==> config.mk <==
export PLATFORM = sky130hd
export DESIGN_NAME = power_sequencer
export DESIGN_NICKNAME = d
export VERILOG_FILES = /design/src/rtl/power_sequencer.sv
export SDC_FILE = /design/constraint.sdc
export NUM_CORES = 1
export LEC_CHECK = 0
export BUFFER_PORTS_ARGS = -buffer_cell sky130_fd_sc_hd__buf_2
export CORE_MARGIN = 3
export CORE_UTILIZATION = 60
export DETAILED_ROUTE_END_ITERATION = 8
export PLACE_DENSITY = 0.77
export RECOVER_POWER = 25
export SYNTH_ARGS = -nofsm -noshare
export SYNTH_HDL_FRONTEND = slang
export SYNTH_SLANG_ARGS = --single-unit
==> constraint.sdc <==
create_clock -name i_clk -period 6.8 [get_ports i_clk]
set_input_delay 0.68 -clock i_clk [delete_from_list [all_inputs] [get_ports i_clk]]
set_output_delay 0.68 -clock i_clk [all_outputs]
set_load 0.1 [all_outputs]
==> src/rtl/power_sequencer.sv <==
// Parametrised N-stage power-rail sequencer: ordered ramp-up with settle/timeout,
// run-time rail supervision with latched fault, and reverse-order orderly shutdown.
module power_sequencer #(
  parameter int unsigned NUM_STAGES   = 4,
  parameter int unsigned SETTLE_DELAY = 4160000,
  parameter int unsigned GOOD_TIMEOUT = 8320000,
  parameter int unsigned ERROR_DELAY  = 8320000,
  parameter int unsigned OFF_DELAY    = 416000
) (
  input  logic                  i_clk,
  input  logic                  i_resetN,
  input  logic                  i_enable,
  input  logic                  i_clearFault,
  input  logic [NUM_STAGES-1:0] i_stageGood,
  output logic [NUM_STAGES-1:0] o_stageEnable,
  output logic                  o_allGood,
  output logic                  o_fault,
  output logic [2:0]            o_faultStage,
  output logic                  o_timeoutFault,
  output logic [2:0]            o_state
);

  localparam logic [2:0] IDLE      = 3'd0;
  localparam logic [2:0] RAMP_UP   = 3'd1;
  localparam logic [2:0] RUNNING   = 3'd2;
  localparam logic [2:0] RAMP_DOWN = 3'd3;
  localparam logic [2:0] FAULT     = 3'd4;

  localparam int unsigned MAX_AB    = (SETTLE_DELAY > GOOD_TIMEOUT) ? SETTLE_DELAY : GOOD_TIMEOUT;
  localparam int unsigned MAX_CD    = (ERROR_DELAY > OFF_DELAY) ? ERROR_DELAY : OFF_DELAY;
  localparam int unsigned MAX_DELAY = (MAX_AB > MAX_CD) ? MAX_AB : MAX_CD;
  localparam int unsigned TIMER_W   = $clog2(MAX_DELAY + 1);
  localparam int unsigned SETTLE_W  = $clog2(SETTLE_DELAY + 1);
  localparam int unsigned ERR_W     = $clog2(ERROR_DELAY + 1);

  localparam logic [TIMER_W-1:0]  TIMEOUT_LAST = TIMER_W'(GOOD_TIMEOUT - 1);
  localparam logic [TIMER_W-1:0]  OFF_LAST     = TIMER_W'(OFF_DELAY - 1);
  localparam logic [TIMER_W-1:0]  TIMER_MAX    = '1;
  localparam logic [SETTLE_W-1:0] SETTLE_LAST  = SETTLE_W'(SETTLE_DELAY - 1);
  localparam logic [ERR_W-1:0]    ERR_LAST     = ERR_W'(ERROR_DELAY - 1);
  localparam logic [2:0]          LAST_STAGE   = 3'(NUM_STAGES - 1);

  logic                  rstSync_p0, rstSync_p1, rstN;
  logic [NUM_STAGES-1:0] goodSync_p0, goodSync_p1;
  logic [2:0]            state, stateNext, k, kNext;
  logic [TIMER_W-1:0]    timer, timerNext;
  logic [SETTLE_W-1:0]   settleCnt, settleNext;
  logic [ERR_W-1:0]      badCnt [NUM_STAGES];
  logic [NUM_STAGES-1:0] badActive, maskNext;
  logic                  enablePrev, curGood, tripAny;
  logic [2:0]            tripIdx;
  logic                  faultNext, timeoutNext;
  logic [2:0]            faultStageNext;

  // Reset asserts asynchronously everywhere but releases on a clock edge
  always_ff @(posedge i_clk or negedge i_resetN) begin
    if (!i_resetN) begin
      rstSync_p0 <= 1'b0;
      rstSync_p1 <= 1'b0;
    end else begin
      rstSync_p0 <= 1'b1;
      rstSync_p1 <= rstSync_p0;
    end
  end
  assign rstN = rstSync_p1;

  always_ff @(posedge i_clk or negedge rstN) begin
    if (!rstN) begin
      goodSync_p0 <= '0;
      goodSync_p1 <= '0;
    end else begin
      goodSync_p0 <= i_stageGood;
      goodSync_p1 <= goodSync_p0;
    end
  end

  // Supervised stages: all of them while running, only those below k during ramp-up
  always_comb begin
    curGood   = 1'b0;
    badActive = '0;
    tripAny   = 1'b0;
    tripIdx   = 3'd0;
    for (int j = 0; j < int'(NUM_STAGES); j++) begin
      if (3'(j) == k) curGood = goodSync_p1[j];
      badActive[j] = (state == RUNNING) || ((state == RAMP_UP) && (3'(j) < k));
    end
    for (int j = int'(NUM_STAGES) - 1; j >= 0; j--) begin
      if (badActive[j] && !goodSync_p1[j] && (badCnt[j] == ERR_LAST)) begin
        tripAny = 1'b1;
        tripIdx = 3'(j);
      end
    end
  end

  always_ff @(posedge i_clk or negedge rstN) begin
    if (!rstN) begin
      for (int j = 0; j < int'(NUM_STAGES); j++) badCnt[j] <= '0;
    end else begin
      for (int j = 0; j < int'(NUM_STAGES); j++) begin
        if (badActive[j] && !goodSync_p1[j])
          badCnt[j] <= (badCnt[j] == ERR_LAST) ? badCnt[j] : badCnt[j] + 1'b1;
        else
          badCnt[j] <= '0;
      end
    end
  end

  always_comb begin
    stateNext      = state;
    kNext          = k;
    timerNext      = (timer == TIMER_MAX) ? timer : timer + 1'b1;
    settleNext     = settleCnt;
    faultNext      = o_fault;
    faultStageNext = o_faultStage;
    timeoutNext    = o_timeoutFault;
    case (state)
      IDLE: begin
        timerNext = '0;
        if (i_enable && !enablePrev) begin
          stateNext = RAMP_UP;
          kNext     = 3'd0;
        end
      end
      RAMP_UP: begin
        if (tripAny) begin
          stateNext      = FAULT;
          faultNext      = 1'b1;
          faultStageNext = tripIdx;
          timeoutNext    = 1'b0;
        end else if (!i_enable) begin
          stateNext = RAMP_DOWN;
        end else if (curGood) begin
          if (settleCnt == SETTLE_LAST) begin
            if (k == LAST_STAGE) stateNext = RUNNING;
            else                 kNext     = k + 3'd1;
          end else begin
            settleNext = settleCnt + 1'b1;
          end
        end else begin
          // A drop during settle restarts the wait; the timeout keeps running from stage enable
          settleNext = '0;
          if (timer >= TIMEOUT_LAST) begin
            stateNext      = FAULT;
            faultNext      = 1'b1;
            faultStageNext = k;
            timeoutNext    = 1'b1;
          end
        end
      end
      RUNNING: begin
        if (tripAny) begin
          stateNext      = FAULT;
          faultNext      = 1'b1;
          faultStageNext = tripIdx;
          timeoutNext    = 1'b0;
        end else if (!i_enable) begin
          stateNext = RAMP_DOWN;
        end
      end
      RAMP_DOWN: begin
        if (timer >= OFF_LAST) begin
          if (k == 3'd0) stateNext = IDLE;
          else           kNext     = k - 3'd1;
        end
      end
      FAULT: begin
        timerNext = '0;
        if (i_clearFault && !i_enable) begin
          stateNext      = IDLE;
          kNext          = 3'd0;
          faultNext      = 1'b0;
          faultStageNext = 3'd0;
          timeoutNext    = 1'b0;
        end
      end
      default: begin
        stateNext = IDLE;
        kNext     = 3'd0;
      end
    endcase
    if ((stateNext != state) || (kNext != k)) begin
      timerNext  = '0;
      settleNext = '0;
    end
  end

  // Enables are registered from the next state so the regulator pins never glitch
  always_comb begin
    maskNext = '0;
    for (int j = 0; j < int'(NUM_STAGES); j++)
      maskNext[j] = ((stateNext == RAMP_UP) || (stateNext == RUNNING) || (stateNext == RAMP_DOWN))
                    && (3'(j) <= kNext);
  end

  always_ff @(posedge i_clk or negedge rstN) begin
    if (!rstN) begin
      state          <= IDLE;
      k              <= 3'd0;
      timer          <= '0;
      settleCnt      <= '0;
      enablePrev     <= 1'b0;
      o_stageEnable  <= '0;
      o_allGood      <= 1'b0;
      o_fault        <= 1'b0;
      o_faultStage   <= 3'd0;
      o_timeoutFault <= 1'b0;
    end else begin
      state          <= stateNext;
      k              <= kNext;
      timer          <= timerNext;
      settleCnt      <= settleNext;
      enablePrev     <= i_enable;
      o_stageEnable  <= maskNext;
      o_allGood      <= (stateNext == RUNNING);
      o_fault        <= faultNext;
      o_faultStage   <= faultStageNext;
      o_timeoutFault <= timeoutNext;
    end
  end

  assign o_state = state;

endmodule
==> flow_summary.yaml <==
status:
  status: "complete, but fails checks"
  violations: "max-capacitance violations, max-slew violations"
synthesis:
  synth_commonest_cells: "164 x dfrtp_1, 128 x nor2_1, 70 x nand2_1"
  synth_simple_gate_area_share_pct: 30.0
  synth_top_area_share_pct: 46.2
  async_flop_share_pct: 100
  ys_types: 77
  synth_most_common_cell: "dfrtp_1"
  synthAdderAreaFrac_pct: 1.55
  ys.flop_type: "dfrtp_1"
  synth_edf_count: 0
  netlist_area_um2: 8890
  syn_area_per_cell_um2: 9.39
  ys_seq_area_share_pct: 46.2
  ys_ff_latch: 164
  synth_cells: 946
  synth_compound_area_share_pct: 9.18
  netlist_top_cells_area: "dfrtp_1 46%, xor2_1 5.9%, nor2_1 5.4%, nand3_1 3.7%, xnor2_1 3.5%"
  muxShareOfSynthArea_pct: 0.929
  synth.net_count: 965
  synth_xor_area_share_pct: 9.46
  synth_top_family_by_area: "simple AND/OR/NAND/NOR gates"
  yosys.area.top_type: "dfrtp_1"
  yosysWarnings: 0
worst_setup_path:
  critical_path.max_fanout: 67
  arrival_ns: 4.95
  cp-start-kind: "flip-flop"
  worstPathRequired_ns: 7.26
  ff2ff_setup_slack_ns: 2.32
  end_kind: "asynchronous set/reset pin"
  worstSetupPathType: "flip-flop to asynchronous set/reset pin"
  r2r-start: "rstN"
  reg2regPathDepth: 2
  reg2reg_to: "badCnt[45]"
cells_and_area:
  drive_above_1_share_pct: 10.0
  areaGrowthSynthToFinish_pct: 9.46
  finalNetCount: 975
  final_cells: 1149
  num_antenna_cells: 0
  utilization_pct: 68.5
floorplanning:
  die_x_um: 128
  start_util_pct: 62.6
  fp.dieH_um: 128
  core-area_um2: 14200
  io_pins: 21
  core.rowCount: 43
  dieArea_um2: 16300
power_and_ir_drop:
  ir_worst_vdd_mv: 0.219
  powerDensity_nw_per_um2: 279
  leakage_nw: 3.82
timing:
  drv_slew: 99
  setup_violations: 0
  skew_ns: 0.00806
  tightest_slew_ns: 2.90
  rsz0062_at_grt: "no"
  fmax_mhz: 223
  timing.final.crit_share_pct: 65.9
  fin_setup_tns_ns: 0
  finalHoldViolCount: 0
  finalCriticalPeriod_ns: 4.48
  max_slew_margin_pct: -93.1
detailed_routing:
  drc: 0
  drt_iter0_drc: 522
  wl_per_cell_um: 16.3
  antenna_left: 0
  drt-total-wl_mm: 18.7
  viasPerCell: 6.09
  via_count: 6994
  dr.pass1.iters: 5
cts:
  clk_pin_slew_ns: 0.06
  cts_sinks: 164
  ctsRootBufferMaster: "clkbuf_16"
  cts_made_buffers: 17
  clk-insertion-delay-late_ns: 0.43
  cts-hold-fix-buffers: 0
  cts_setup_buffers: 0
  tritoncts: "yes"
  clockBufferDepth: 2
  h-tree-depth: 4
  ctsResizeCount: 0
global_routing:
  grt_pass1_vias: 6618
  grt_max_degree: 68
  overflow: 0
  antenna_found_initial: 0
  grt_first_pass_wirelength_mm: 32.1
  gr-usage-all-layers_pct: 24.2
place:
  gp_congestion: 0.933
  placedCellCount: 1117
  dpl.hpwl_mm: 12.7
  port_buffers: 20
job:
  max_cap_violations: 2
min_path:
  hp-class: "input port to asynchronous set/reset pin"
## routing by layer
metal  vias to the layer above  part of all wire (%)  global-route usage [%]
li1                       3389                     -                       -
met1                      3422                    46                    33.7
met2                       158                    48                    38.3
met3                        25                   4.4                    5.83
met4                         0                   1.3                    6.49
met5                         -                     0                       0
## worst max path at each step
stage / to / startpoint / slack (ns) / cells past startpoint
floorplan: badCnt[0] / rstN / 1.89 / 0
detailed placement: timer[16] / o_state[1] / 2.73 / 9
finish: badCnt[45] / rstN / 2.32 / 2
global route: badCnt[33] / rstN / 1.45 / 2
global placement: timer[18] / o_state[1] / 2.87 / 9
CTS: timer[16] / o_state[1] / 2.72 / 9
## sequential cells by signal (all words and copies together) (netlist names), 3 cells and up
name / flops
k: 3
timer: 23
o_stageEnable: 4
o_faultStage: 3
goodSync_p0: 4
settleCnt: 22
o_state: 3
goodSync_p1: 4
badCnt: 92
## power breakdown
part,internal (mW),leakage (nW),total (mW),switching (mW)
sequential,1.01,2.24,1.06,0.0502
combinational,0.123,1.27,0.588,0.466
clock,0.671,0.308,1.07,0.395
## worst max-delay path, stage by stage (launching register included)
cell and delay [ns]:
dfrtp_1 1.39, clkbuf_1 2.13, buf_4 0.92
## stage by stage
step           cell area, µm²  total power [mW]  setup slack, ns  hold slack, ns
6_report                 9730              2.71             2.32          0.0248
5_1_grt                  9730              2.82             1.45          0.0275
4_1_cts                  9740              2.73             2.72          0.0103
3_5_place_dp             9080              1.67             2.73           0.327
3_3_place_gp             9080              1.66             2.87           0.322
2_1_floorplan            8890              1.59             1.89           0.331
## cells by family after synthesis
| kind of cell | count (synthesis) |
|---|---|
| AND/OR/NAND/NOR | 493 |
| flip-flops | 164 |
| AO/OA/AOI/OAI | 123 |
| XOR/XNOR | 96 |
| buffers and inverters | 50 |
| adder cells (fa/ha/maj) | 11 |
| multiplexers | 8 |
| other | 1 |
## cell type report
cell class                      count  area, µm²
Tap cell                          180        225
Clock inverter                     12        203
Clock buffer                       20        457
Timing Repair Buffer               23        116
Sequential cell                   164       4100
Fill cell                        1107       4480
Inverter                           18       67.6
Multi-Input combinational cell    732       4560
## layout by cell type (no fill, tap or decap), drive strengths merged, types with 3 or more instances in the layout
master	Yosys	final
a211oi	8	8
a21oi	38	38
a22oi	3	3
a31oi	10	10
a41oi	3	3
and2	13	13
and3	21	21
and3b	4	4
and4	8	8
buf	14	20
bufinv	0	5
clkbuf	18	23
clkinv	0	3
clkinvlp	0	4
dfrtp	164	164
ha	11	11
inv	18	18
mux2i	6	6
nand2	72	72
nand2b	5	5
nand3	65	65
nand4	44	44
nand4b	5	5
nor2	128	128
nor2b	6	6
nor3	62	62
nor4	16	16
nor4bb	3	3
o21ai	38	38
or2	3	3
or3	20	20
or4	6	6
xnor2	36	36
xor2	60	60
Note: power is estimated with default switching activity, not from simulation.
